### src/rtl/counter_pkg.sv
// Shared constants and helpers for the parametrised up/down counter.
// Direction and boundary-policy encodings plus the Gray-code conversion.
package counter_pkg;

  localparam logic MODE_UP   = 1'b0;
  localparam logic MODE_DOWN = 1'b1;
  localparam logic POL_WRAP  = 1'b0;
  localparam logic POL_SAT   = 1'b1;

  // Callers zero-extend to 16 bits and truncate the result back to their width.
  function automatic logic [15:0] bin2gray(input logic [15:0] bin);
    return bin ^ (bin >> 1);
  endfunction

endpackage

### src/rtl/param_updown_counter_if.sv
// Control/status bundle between the counter and its user.
// The qc_gray member exists only when PARAM_UPDOWN_COUNTER_GRAY_EN is defined.
interface param_updown_counter_if #(
  parameter int WIDTH = 3
);
  logic             en;
  logic             mode;
  logic             sat;
  logic             clr;
  logic             load;
  logic [WIDTH-1:0] load_val;
  logic [WIDTH-1:0] qc;
  logic             wrap;
  logic             at_limit;
  logic             load_err;
`ifdef PARAM_UPDOWN_COUNTER_GRAY_EN
  logic [WIDTH-1:0] qc_gray;

  modport master (
    output en, mode, sat, clr, load, load_val,
    input  qc, wrap, at_limit, load_err, qc_gray
  );
  modport slave (
    input  en, mode, sat, clr, load, load_val,
    output qc, wrap, at_limit, load_err, qc_gray
  );
`else
  modport master (
    output en, mode, sat, clr, load, load_val,
    input  qc, wrap, at_limit, load_err
  );
  modport slave (
    input  en, mode, sat, clr, load, load_val,
    output qc, wrap, at_limit, load_err
  );
`endif
endinterface

### src/rtl/updown_next_state.sv
// Combinational next-count, wrap and load-error logic for the up/down counter.
// Priority per edge: clr, then load, then en, otherwise hold.
module updown_next_state
  import counter_pkg::*;
#(
  parameter int WIDTH   = 3,
  parameter int MODULUS = 8
) (
  input  logic [WIDTH-1:0] qc,
  input  logic             en,
  input  logic             mode,
  input  logic             sat,
  input  logic             clr,
  input  logic             load,
  input  logic [WIDTH-1:0] load_val,
  output logic [WIDTH-1:0] qc_d,
  output logic             wrap_d,
  output logic             load_err_d
);

  localparam logic [WIDTH-1:0] MAX_C  = WIDTH'(MODULUS - 1);
  localparam logic [WIDTH-1:0] ZERO_C = {WIDTH{1'b0}};
  localparam logic [WIDTH:0]   MOD_C  = (WIDTH + 1)'(MODULUS);

  logic load_in_range_s;

  // One extra bit so MODULUS == 2**WIDTH compares correctly.
  assign load_in_range_s = ({1'b0, load_val} < MOD_C);

  // Next count and the one-cycle status flags that accompany it.
  always_comb begin
    qc_d       = qc;
    wrap_d     = 1'b0;
    load_err_d = 1'b0;
    if (clr) begin
      qc_d = ZERO_C;
    end else if (load) begin
      if (load_in_range_s) begin
        qc_d = load_val;
      end else begin
        qc_d       = MAX_C;
        load_err_d = 1'b1;
      end
    end else if (en) begin
      case (mode)
        MODE_UP: begin
          if (qc != MAX_C) begin
            qc_d = qc + WIDTH'(1'b1);
          end else if (sat == POL_WRAP) begin
            qc_d   = ZERO_C;
            wrap_d = 1'b1;
          end else begin
            qc_d = qc;
          end
        end
        MODE_DOWN: begin
          if (qc != ZERO_C) begin
            qc_d = qc - WIDTH'(1'b1);
          end else if (sat == POL_WRAP) begin
            qc_d   = MAX_C;
            wrap_d = 1'b1;
          end else begin
            qc_d = qc;
          end
        end
        default: qc_d = qc;
      endcase
    end else begin
      qc_d = qc;
    end
  end

endmodule

### src/rtl/param_updown_counter.sv
// Parametrised up/down counter: registers count and pulse flags, derives at_limit.
// Optional registered Gray output enabled by PARAM_UPDOWN_COUNTER_GRAY_EN.
module param_updown_counter
  import counter_pkg::*;
#(
  parameter int WIDTH   = 3,
  parameter int MODULUS = 8
) (
  input  logic                   clk,
  input  logic                   reset,
  param_updown_counter_if.slave  bus
);

  localparam logic [WIDTH-1:0] MAX_C  = WIDTH'(MODULUS - 1);
  localparam logic [WIDTH-1:0] ZERO_C = {WIDTH{1'b0}};

  generate
    if (WIDTH < 1 || WIDTH > 16) begin : g_bad_width
      $error("param_updown_counter: WIDTH must be 1..16");
    end
    if (MODULUS < 2 || MODULUS > (1 << WIDTH)) begin : g_bad_modulus
      $error("param_updown_counter: MODULUS must be 2..2**WIDTH");
    end
  endgenerate

  logic [WIDTH-1:0] qc_d, qc_q;
  logic             wrap_d, wrap_q;
  logic             load_err_d, load_err_q;

  updown_next_state #(
    .WIDTH   (WIDTH),
    .MODULUS (MODULUS)
  ) u_next (
    .qc         (qc_q),
    .en         (bus.en),
    .mode       (bus.mode),
    .sat        (bus.sat),
    .clr        (bus.clr),
    .load       (bus.load),
    .load_val   (bus.load_val),
    .qc_d       (qc_d),
    .wrap_d     (wrap_d),
    .load_err_d (load_err_d)
  );

  // Count and status registers.
  always_ff @(posedge clk or posedge reset) begin
    if (reset) begin
      qc_q       <= ZERO_C;
      wrap_q     <= 1'b0;
      load_err_q <= 1'b0;
    end else begin
      qc_q       <= qc_d;
      wrap_q     <= wrap_d;
      load_err_q <= load_err_d;
    end
  end

  assign bus.qc       = qc_q;
  assign bus.wrap     = wrap_q;
  assign bus.load_err = load_err_q;
  // Follows mode combinationally so a direction change is visible immediately.
  assign bus.at_limit = (bus.mode == MODE_DOWN) ? (qc_q == ZERO_C) : (qc_q == MAX_C);

`ifdef PARAM_UPDOWN_COUNTER_GRAY_EN
  generate
    if (MODULUS != (1 << WIDTH)) begin : g_bad_gray
      $error("param_updown_counter: Gray output needs MODULUS == 2**WIDTH");
    end
  endgenerate

  logic [WIDTH-1:0] qc_gray_d, qc_gray_q;

  assign qc_gray_d = WIDTH'(bin2gray(16'(qc_d)));

  // Gray register updates on the same edge as qc.
  always_ff @(posedge clk or posedge reset) begin
    if (reset) begin
      qc_gray_q <= ZERO_C;
    end else begin
      qc_gray_q <= qc_gray_d;
    end
  end

  assign bus.qc_gray = qc_gray_q;
`endif

endmodule

### src/flat_wrapper.sv
// flat-port wrapper written by rule: the top's interface ports become plain ports
module param_updown_counter_flat import counter_pkg::*;
#(
  parameter int WIDTH   = 3,
  parameter int MODULUS = 8
)
  (clk, reset, bus_en, bus_mode, bus_sat, bus_clr, bus_load, bus_load_val, bus_qc, bus_wrap, bus_at_limit, bus_load_err);
  param_updown_counter_if #(.WIDTH(WIDTH)) bus_i ();
  input  logic clk;
  input  logic reset;
  input wire logic [$bits(bus_i.en)-1:0] bus_en;
  input wire logic [$bits(bus_i.mode)-1:0] bus_mode;
  input wire logic [$bits(bus_i.sat)-1:0] bus_sat;
  input wire logic [$bits(bus_i.clr)-1:0] bus_clr;
  input wire logic [$bits(bus_i.load)-1:0] bus_load;
  input wire logic [$bits(bus_i.load_val)-1:0] bus_load_val;
  output wire logic [$bits(bus_i.qc)-1:0] bus_qc;
  output wire logic [$bits(bus_i.wrap)-1:0] bus_wrap;
  output wire logic [$bits(bus_i.at_limit)-1:0] bus_at_limit;
  output wire logic [$bits(bus_i.load_err)-1:0] bus_load_err;
  assign bus_i.en = bus_en;
  assign bus_i.mode = bus_mode;
  assign bus_i.sat = bus_sat;
  assign bus_i.clr = bus_clr;
  assign bus_i.load = bus_load;
  assign bus_i.load_val = bus_load_val;
  assign bus_qc = bus_i.qc;
  assign bus_wrap = bus_i.wrap;
  assign bus_at_limit = bus_i.at_limit;
  assign bus_load_err = bus_i.load_err;
  param_updown_counter #(.WIDTH(WIDTH), .MODULUS(MODULUS)) u_core (.clk(clk), .reset(reset), .bus(bus_i));
endmodule
### config.mk
export PLATFORM = sky130hd
export DESIGN_NAME = param_updown_counter_flat
export DESIGN_NICKNAME = d
export VERILOG_FILES = /design/src/rtl/counter_pkg.sv /design/src/rtl/param_updown_counter_if.sv /design/src/rtl/updown_next_state.sv /design/src/rtl/param_updown_counter.sv /design/src/flat_wrapper.sv
export SDC_FILE = /design/constraint.sdc
export NUM_CORES = 1
export LEC_CHECK = 0
export ABC_AREA = 1
export BUFFER_PORTS_ARGS = -buffer_cell sky130_fd_sc_hd__buf_2
export CAP_MARGIN = 20
export CORE_AREA = 3 3 40 42
export CTS_CLUSTER_DIAMETER = 120
export CTS_CLUSTER_SIZE = 24
export DETAILED_ROUTE_END_ITERATION = 10
export DIE_AREA = 0 0 43 45
export SETUP_SLACK_MARGIN = 0.3
export SYNTH_ARGS = -nofsm -noshare
export SYNTH_HDL_FRONTEND = slang
export SYNTH_SLANG_ARGS = --single-unit
### constraint.sdc
create_clock -name clk -period 1.6 [get_ports clk]
set_input_delay 0 -clock clk [delete_from_list [all_inputs] [get_ports clk]]
set_output_delay 0 -clock clk [all_outputs]
set_load 0.005 [all_outputs]
==> results by group, run 1 <==
Global routing
  • Antenna violations before repair: 0
  • Total GRT Usage: 10.01%
  • GRT Residual Overflow: 0
  • First-pass GRT wire length: 1.449 mm
  • Largest net degree at the start of global routing: 9
  • Vias in the first global route: 389

Power and ir drop
  • Sw frac: 34.68%
  • Sequential share of power: 30.6%
  • Int Pwr: 0.2604 mW
  • Comb power frac: 36.9%
  • Clock share of power: 32.5%
  • VDD IR-drop max: 0.4045 mV
  • Leak: 0.3153 nW
  • Pwr/cell area: 709.7 nW/um^2
  • Switching pwr: 0.1383 mW

Timing
  • Peak Freq: 757.4 MHz
  • Sum of negative setup slack: 0 ps
  • Final period util: 82.51%
  • Slew Viols, Final: 0
  • Final hold viol count: 0
  • RSZ-0062 raised after global routing: true
  • Final setup fails: 0
  • Fin Clk Skew: 9.164 ps
  • Period minus WS final: 1320 ps
  • Final WS setup: 279.8 ps

Finish
  • Share of cells above drive strength 1: 43.42%
  • Nets: 92
  • Area growth, synth to finish: 35.65%
  • Design Area, Final: 561.8 um^2
  • Antenna fix cells: 0
  • Fillers: 126

Setup path
  • Critical path peak fanout: 4
  • CP arrival: 1450 ps
  • Slowest stage cell, crit path: dfrtp_1
  • Start point of the critical path: u_core.bus.qc[1]$_DFFE_PP0P_
  • Worst path cell trace: ha_2 > ha_4 > or2_1 > nand2_1 > nand2_1 > nand2_1 > nand2_1
  • Critical path class: reg2reg
  • WP data required: 1730 ps
  • Top cell by count, worst path: nand2_1
  • Crit path launch type: flip-flop
  • Critical path's largest stage delay: 410 ps
  • Reg2reg start: u_core.bus.qc[1]$_DFFE_PP0P_
  • CP Capture Type: flip-flop

Clocking
  • CTS tree: yes
  • Worst skew pair latency: 240 ps
  • Clock-pin slew on the worst setup and hold paths: 40 ps
  • Num CTS Buffers: 3
  • Root Driver: clkbuf_4
  • H-tree Lvls: 1
  • Post-CTS setup buffers: 0
  • CTS Buffer Depth: 2
  • CTS Sinks: 4

Drt
  • WL per Instance: 9.429 um
  • Starting DRT DRC Count: 10
  • Routed length on met2: 402 um
  • Overall routed net length: 858 um
  • Top Layer Used: met4
  • Vias: 400
  • Post-route ant nets: 0
  • First drt pass iteration count: 4
  • Met3 WL: 40 um
  • Drt via density: 4.396
  • DRC Markers: 0
  • Wl on met1: 403 um

Floorplanning
  • Die Wd: 43 um
  • Total die area: 1935 um^2
  • Core Region: 1285 um^2
  • Initial core utilization: 32.23%
  • Io pins: 16
  • Row count: 13
  • Die Height: 45 um

Min path
  • Worst Hold Class: in2reg
  • Worst Min Path Start: bus_clr

Outcome
  • Status: complete, no violations

Synthesis
  • Compound-Gate Fraction of Synth Area: 6.949%
  • Sequential element share of the synthesized area: 24.17%
  • Mapped cell area: 414.1 um^2
  • Synthesized instance count: 59
  • Number of synthesis warnings: 0
  • Syn_nets: 73
  • Avg Synthesized Cell Area: 7.019 um^2
  • Synth Area in Simple Gates: 43.81%
  • Adder-Cell Fraction of Synth Area: 12.08%
  • Mux cell area share after synthesis: 0%
  • Largest family of logic cells by synthesized area: simple AND/OR/NAND/NOR gates
  • Synth cell types: 22
  • Flops & latches, synth: 4
  • XOR/XNOR Fraction of Synth Area: 0%

Placed design
  • DP Wirelength: 697.5 um
  • Place WS: 226.8 ps
  • Placed cell area: 498.0 um^2
  • I/O Buffers: 14
  • Placer congestion estimate: 0.7807

Run
  • Number of max-cap violations: 0
-- flip-flops by register name, indices dropped and copies added (netlist names) --
signal,count
u_core.bus.qc,3
u_core.bus.wrap,1
-- stage by stage --
| stage | power (mW) | instances | hold slack, ps | util, % |
|---|---|---|---|---|
| finish | 0.3987 | 91 | 54.39 | 43.72 |
| global route | 0.4335 | 91 | 102.2 | 43.72 |
| CTS | 0.3912 | 91 | 60.50 | 42.45 |
| detailed placement | 0.2517 | 87 | -112.2 | 38.75 |
| global placement | 0.2486 | 87 | -115.0 | 38.75 |
| floorplan | 0.2110 | 59 | -233.9 | - |
-- worst paths after layout --
check | to | slack, ps | cells after the start
worst max-delay path | u_core.bus.qc[2]$_DFFE_PP0P_ | 280 | 7
worst max register to register | u_core.bus.qc[2]$_DFFE_PP0P_ | 280 | 7
max in group asynchronous | u_core.bus.qc[0]$_DFFE_PP0P_ | 1240 | 3
worst min register to register | u_core.bus.qc[1]$_DFFE_PP0P_ | 580 | 2
worst min-delay path | u_core.bus.qc[1]$_DFFE_PP0P_ | 50 | 4
min in group asynchronous | u_core.bus.qc[1]$_DFFE_PP0P_ | 200 | 3
-- area by class of cell --
class / count / area [um^2] / share of cell area, %
Inverter: 11 / 42.54 / 7.572
Timing Repair Buffer: 15 / 80.08 / 14.25
Multi-Input combinational cell: 43 / 297.8 / 53.01
Clock buffer: 3 / 22.52 / 4.009
Sequential cell: 4 / 100.1 / 17.82
Tap cell: 15 / 18.77 / 3.341
-- synthesized netlist by cell type (all sizes together) --
cell type / number / share of area [%]
nor2: 6 / 9.1
or2: 1 / 1.5
o21ai: 3 / 3.6
a21oi: 2 / 3.3
nand3: 8 / 14
dfrtp: 4 / 24
ha: 4 / 12
nand4: 1 / 1.5
nand2: 17 / 18
inv: 9 / 8.2
buf: 1 / 1.8
conb: 1 / 0.91
clkinv: 2 / 2.1
-- placed cells by master, fill, tap and decap left out, drive strengths merged --
cell type    synthesis  final
clkinv               2      2
o21ai                3      3
conb                 1      1
nand4                1      1
dfrtp                4      4
a21oi                2      2
nor2                 6      6
nand3                8      8
buf                  1     14
clkbuf               0      3
inv                  9      9
or2                  1      1
dlygate4sd3          0      1
ha                   4      4
nand2               17     17
-- what timing repair did --
item / 4_1_cts / 5_1_grt
hold endpoints to repair: 4 / 0
resized for setup: 3 / 4
setup endpoints to repair: 3 / 4
pin swaps: 4 / 4
hold buffers: 1 / 0
-- metal layers --
metal	track usage [%]	up-vias
li1	-	217
met3	1.195	2
met2	16.77	10
met5	0	-
met1	11.86	171
met4	7.229	0
-- cells by family (layout without fill, tap and decap cells) --
logic type,after synthesis,count (layout)
buf+inv,12,29
compound gates,5,5
simple gates,33,33
flops,4,4
fa+ha+maj,4,4
other cells,1,1
-- worst max-delay path: cells and delay by family (launching register included) --
| family | cells | cell delay, ps |
|---|---|---|
| simple gates | 5 | 400 |
| flops | 1 | 410 |
| fa+ha+maj | 2 | 400 |
-- power by group through the flow --
stage / combinational [mW] / clock, mW / sequential, mW
2_1_floorplan: 0.0898 / 0 / 0.121
3_3_place_gp: 0.127 / 0 / 0.121
3_5_place_dp: 0.130 / 0 / 0.122
4_1_cts: 0.136 / 0.133 / 0.122
5_1_grt: 0.174 / 0.136 / 0.124
6_report: 0.147 / 0.130 / 0.122
Note: power is estimated with default switching activity, not from simulation.
==> run 2, diff against run 1 <==
- ABC_AREA: 1 -> 0
- clock period: 1.6 -> 1.3 ns (I/O delays scaled with it)
==> run 2 against run 1 <==
- the flow now finishes with violations (negative setup slack)
- wire length rose by 10%
- critical path type unchanged
- clock skew fell by 8.5 ps
- die area did not move
- global-route usage rose by 0.82 points
- highest routed layer unchanged
- sequential power rose by 26%
==> results by group, run 2 <==
Outcome
  • Status: finished, violations left
  • Failing checks: negative setup slack

Finish
  • Final std cells w/o fill: 76
  • Share of cells above drive strength 1: 62.30%
  • Seq. cell area: 100.1 um^2
  • Number of flip-flops in the largest register: 3
  • Commonest non-fill, non-tap cell in the layout: buf_2
  • Fillers: 127
  • Final core utilization: 47.32%
  • Antenna fix cells: 0
  • Nets: 77
  • Design Area, Final: 608.1 um^2
  • Multi-input gate area in the final layout: 320.3 um^2
  • Most frequent cells in the layout: buf_2, inv_1, dfrtp_1
  • Area growth, synth to finish: 64.19%

Drt
  • DRC Markers: 0
  • Post-route ant nets: 0
  • First drt pass iteration count: 2
  • Drt via density: 4.605
  • Vias: 350
  • Starting DRT DRC Count: 4
  • WL per Instance: 12.42 um
  • Overall routed net length: 944 um

Synthesis
  • Synthesized instance count: 40
  • Syn_nets: 54
  • Synth cell types: 23
  • Synth cell count leaders: inv_1, dfrtp_1, ha_1, nand2_1
  • Number of synthesis warnings: 0
  • Post-synth ARST share: 100.0%
  • Largest area contributor in the netlist: dfrtp_1
  • Mapped cell area: 370.4 um^2
  • Sequential element share of the synthesized area: 27.03%
  • Area share of the largest cell type after synthesis: 27.03%
  • Count leader, synth: inv_1
  • Number of enable flip-flop cells after synthesis: 0
  • Avg Synthesized Cell Area: 9.259 um^2
  • Flops & latches, synth: 4
  • Synth top area cells: dfrtp_1, ha_1, inv_1
  • Top FF cell, synth: dfrtp_1

Setup path
  • Critical path peak fanout: 3
  • CP Capture Type: flip-flop
  • Crit path launch type: flip-flop
  • WP data required: 1420 ps
  • Reg2reg end: u_core.bus.qc[2]$_DFFE_PP0P_
  • CP arrival: 1620 ps
  • R2r worst-path depth: 5
  • Worst path cell trace: ha_2 > ha_4 > nand2_4 > a31oi_4 > mux2_4
  • CP top delay family: flip-flops
  • R2R Setup Slk: -200 ps
  • CP Buf/Inv Count: 0
  • Reg2reg start: u_core.bus.qc[1]$_DFFE_PP0P_
  • Critical path's largest stage delay: 390 ps
  • Slowest stage cell, crit path: dfrtp_1
  • Critical path class: reg2reg

Min path
  • Worst Hold End: u_core.bus.wrap$_DFF_PP0_
  • Worst Hold Path Cells: 2
  • Worst Min Path Start: bus_sat
  • Worst Hold Class: in2reg

Floorplanning
  • Initial core utilization: 28.82%
  • Io pins: 16
  • Core Region: 1285 um^2
  • Die Wd: 43 um
  • Row count: 13
  • Die Height: 45 um
  • Total die area: 1935 um^2

Placed design
  • I/O Buffers: 14
  • Placed cell count: 70
  • Placer congestion estimate: 0.8112
  • Placed cell area: 525.5 um^2
  • DP Wirelength: 724.5 um

Timing
  • Slew Viols, Final: 0
  • Final setup fails: 4
  • Period minus WS final: 1497 ps
  • Fin Clk Skew: 0.6261 ps
  • Final WS setup: -197.3 ps
  • Final hold slack: 60.32 ps
  • RSZ-0062 raised after global routing: true
  • Final hold viol count: 0
  • Final period util: 115.2%
  • Peak Freq: 667.9 MHz

Clocking
  • CTS Sinks: 4
  • Worst skew pair latency: 240 ps
  • H-tree Lvls: 1
  • Num CTS Buffers: 3
  • CTS tree: yes
  • CTS Buffer Depth: 2
  • Root Driver: clkbuf_4
  • Clock-pin slew on the worst setup and hold paths: 40 ps

Global routing
  • GRT Residual Overflow: 0
  • Total GRT Usage: 10.83%
  • Antenna violations before repair: 0
  • Vias in the first global route: 333
  • Largest net degree at the start of global routing: 7
  • First-pass GRT wire length: 1.442 mm

Power and ir drop
  • Leak: 0.3158 nW
  • VDD IR-drop max: 0.3084 mV
  • Pwr/cell area: 889.6 nW/um^2

Run
  • Number of max-cap violations: 0
-- run 2: changes by cell type in the layout (fill, tap and decap cells not counted), sizes merged, moves of 2 or more --
cell,previous run,this run
inv,9,7
mux2,0,3
o21ai,3,1
nand2,17,4
clkinv,2,0
nor2,6,2
nand3,8,0
buf,14,18
-- run 2: metrics by stage --
| stage | TNS [ps] | power [mW] | setup slack (ps) |
|---|---|---|---|
| after detailed placement | -569.3 | 0.3530 | -201.8 |
| after floorplan | -345.7 | 0.2846 | -115.2 |
| final | -631.4 | 0.5409 | -197.3 |
| after CTS | -513.0 | 0.5320 | -190.9 |
| after global routing | -899.6 | 0.5860 | -258.5 |
| after global placement | -621.2 | 0.3539 | -240.4 |
-- run 2: how the worst max path moves through the flow --
stage	start	endpoint	slack, ps	cells past startpoint
floorplan	u_core.bus.qc[0]$_DFFE_PP0P_	u_core.bus.qc[0]$_DFFE_PP0P_	-120	5
global placement	u_core.bus.qc[1]$_DFFE_PP0P_	u_core.bus.qc[2]$_DFFE_PP0P_	-240	6
detailed placement	u_core.bus.qc[1]$_DFFE_PP0P_	u_core.bus.qc[2]$_DFFE_PP0P_	-200	6
CTS	u_core.bus.qc[1]$_DFFE_PP0P_	u_core.bus.qc[2]$_DFFE_PP0P_	-190	6
global route	u_core.bus.qc[0]$_DFFE_PP0P_	u_core.bus.qc[2]$_DFFE_PP0P_	-260	5
finish	u_core.bus.qc[1]$_DFFE_PP0P_	u_core.bus.qc[2]$_DFFE_PP0P_	-200	5
-- run 2: repair_timing --
item,in CTS,in global routing
endpoints found under the setup margin,5,5
pin swaps,0,6
hold buffers,1,0
hold endpoints to repair,4,0
resized for setup,1,6
setup buffers,1,1
-- run 2: metal layers --
metal	vias up	part of all wire, %	track usage, %
met5	-	0	0
met1	158	45	11.59
met3	2	4.7	3.187
met4	0	2.3	10.84
met2	12	48	16.77
li1	178	-	-
-- run 2: final cells by class --
type                       instances  area share (%)
inverter                           7           4.321
sequential                         4           16.46
multi-input combinational         28           52.67
timing repair buffer              19           19.75
tap                               15           3.086
clock buffer                       3           3.704
-- run 2: logic make-up (layout without fill, tap and decap cells) --
logic type               count (synthesis)  after routing  share of synthesized area (%)
AO/OA/AOI/OAI                            9              9                          20.27
flip-flops                               4              4                          27.03
AND/OR/NAND/NOR                         11             11                          19.93
adder cells (fa/ha/maj)                  4              4                          13.51
buffers and inverters                    8             29                          9.124
multiplexers                             3              3                          9.121
other                                    1              1                          1.013
-- run 2: power by group --
part           switching [mW]  internal [mW]  leakage (nW)
sequential             0.0175          0.137        0.0521
clock                  0.0565          0.104        0.0138
combinational          0.0997          0.127         0.250
total                   0.174          0.367         0.316
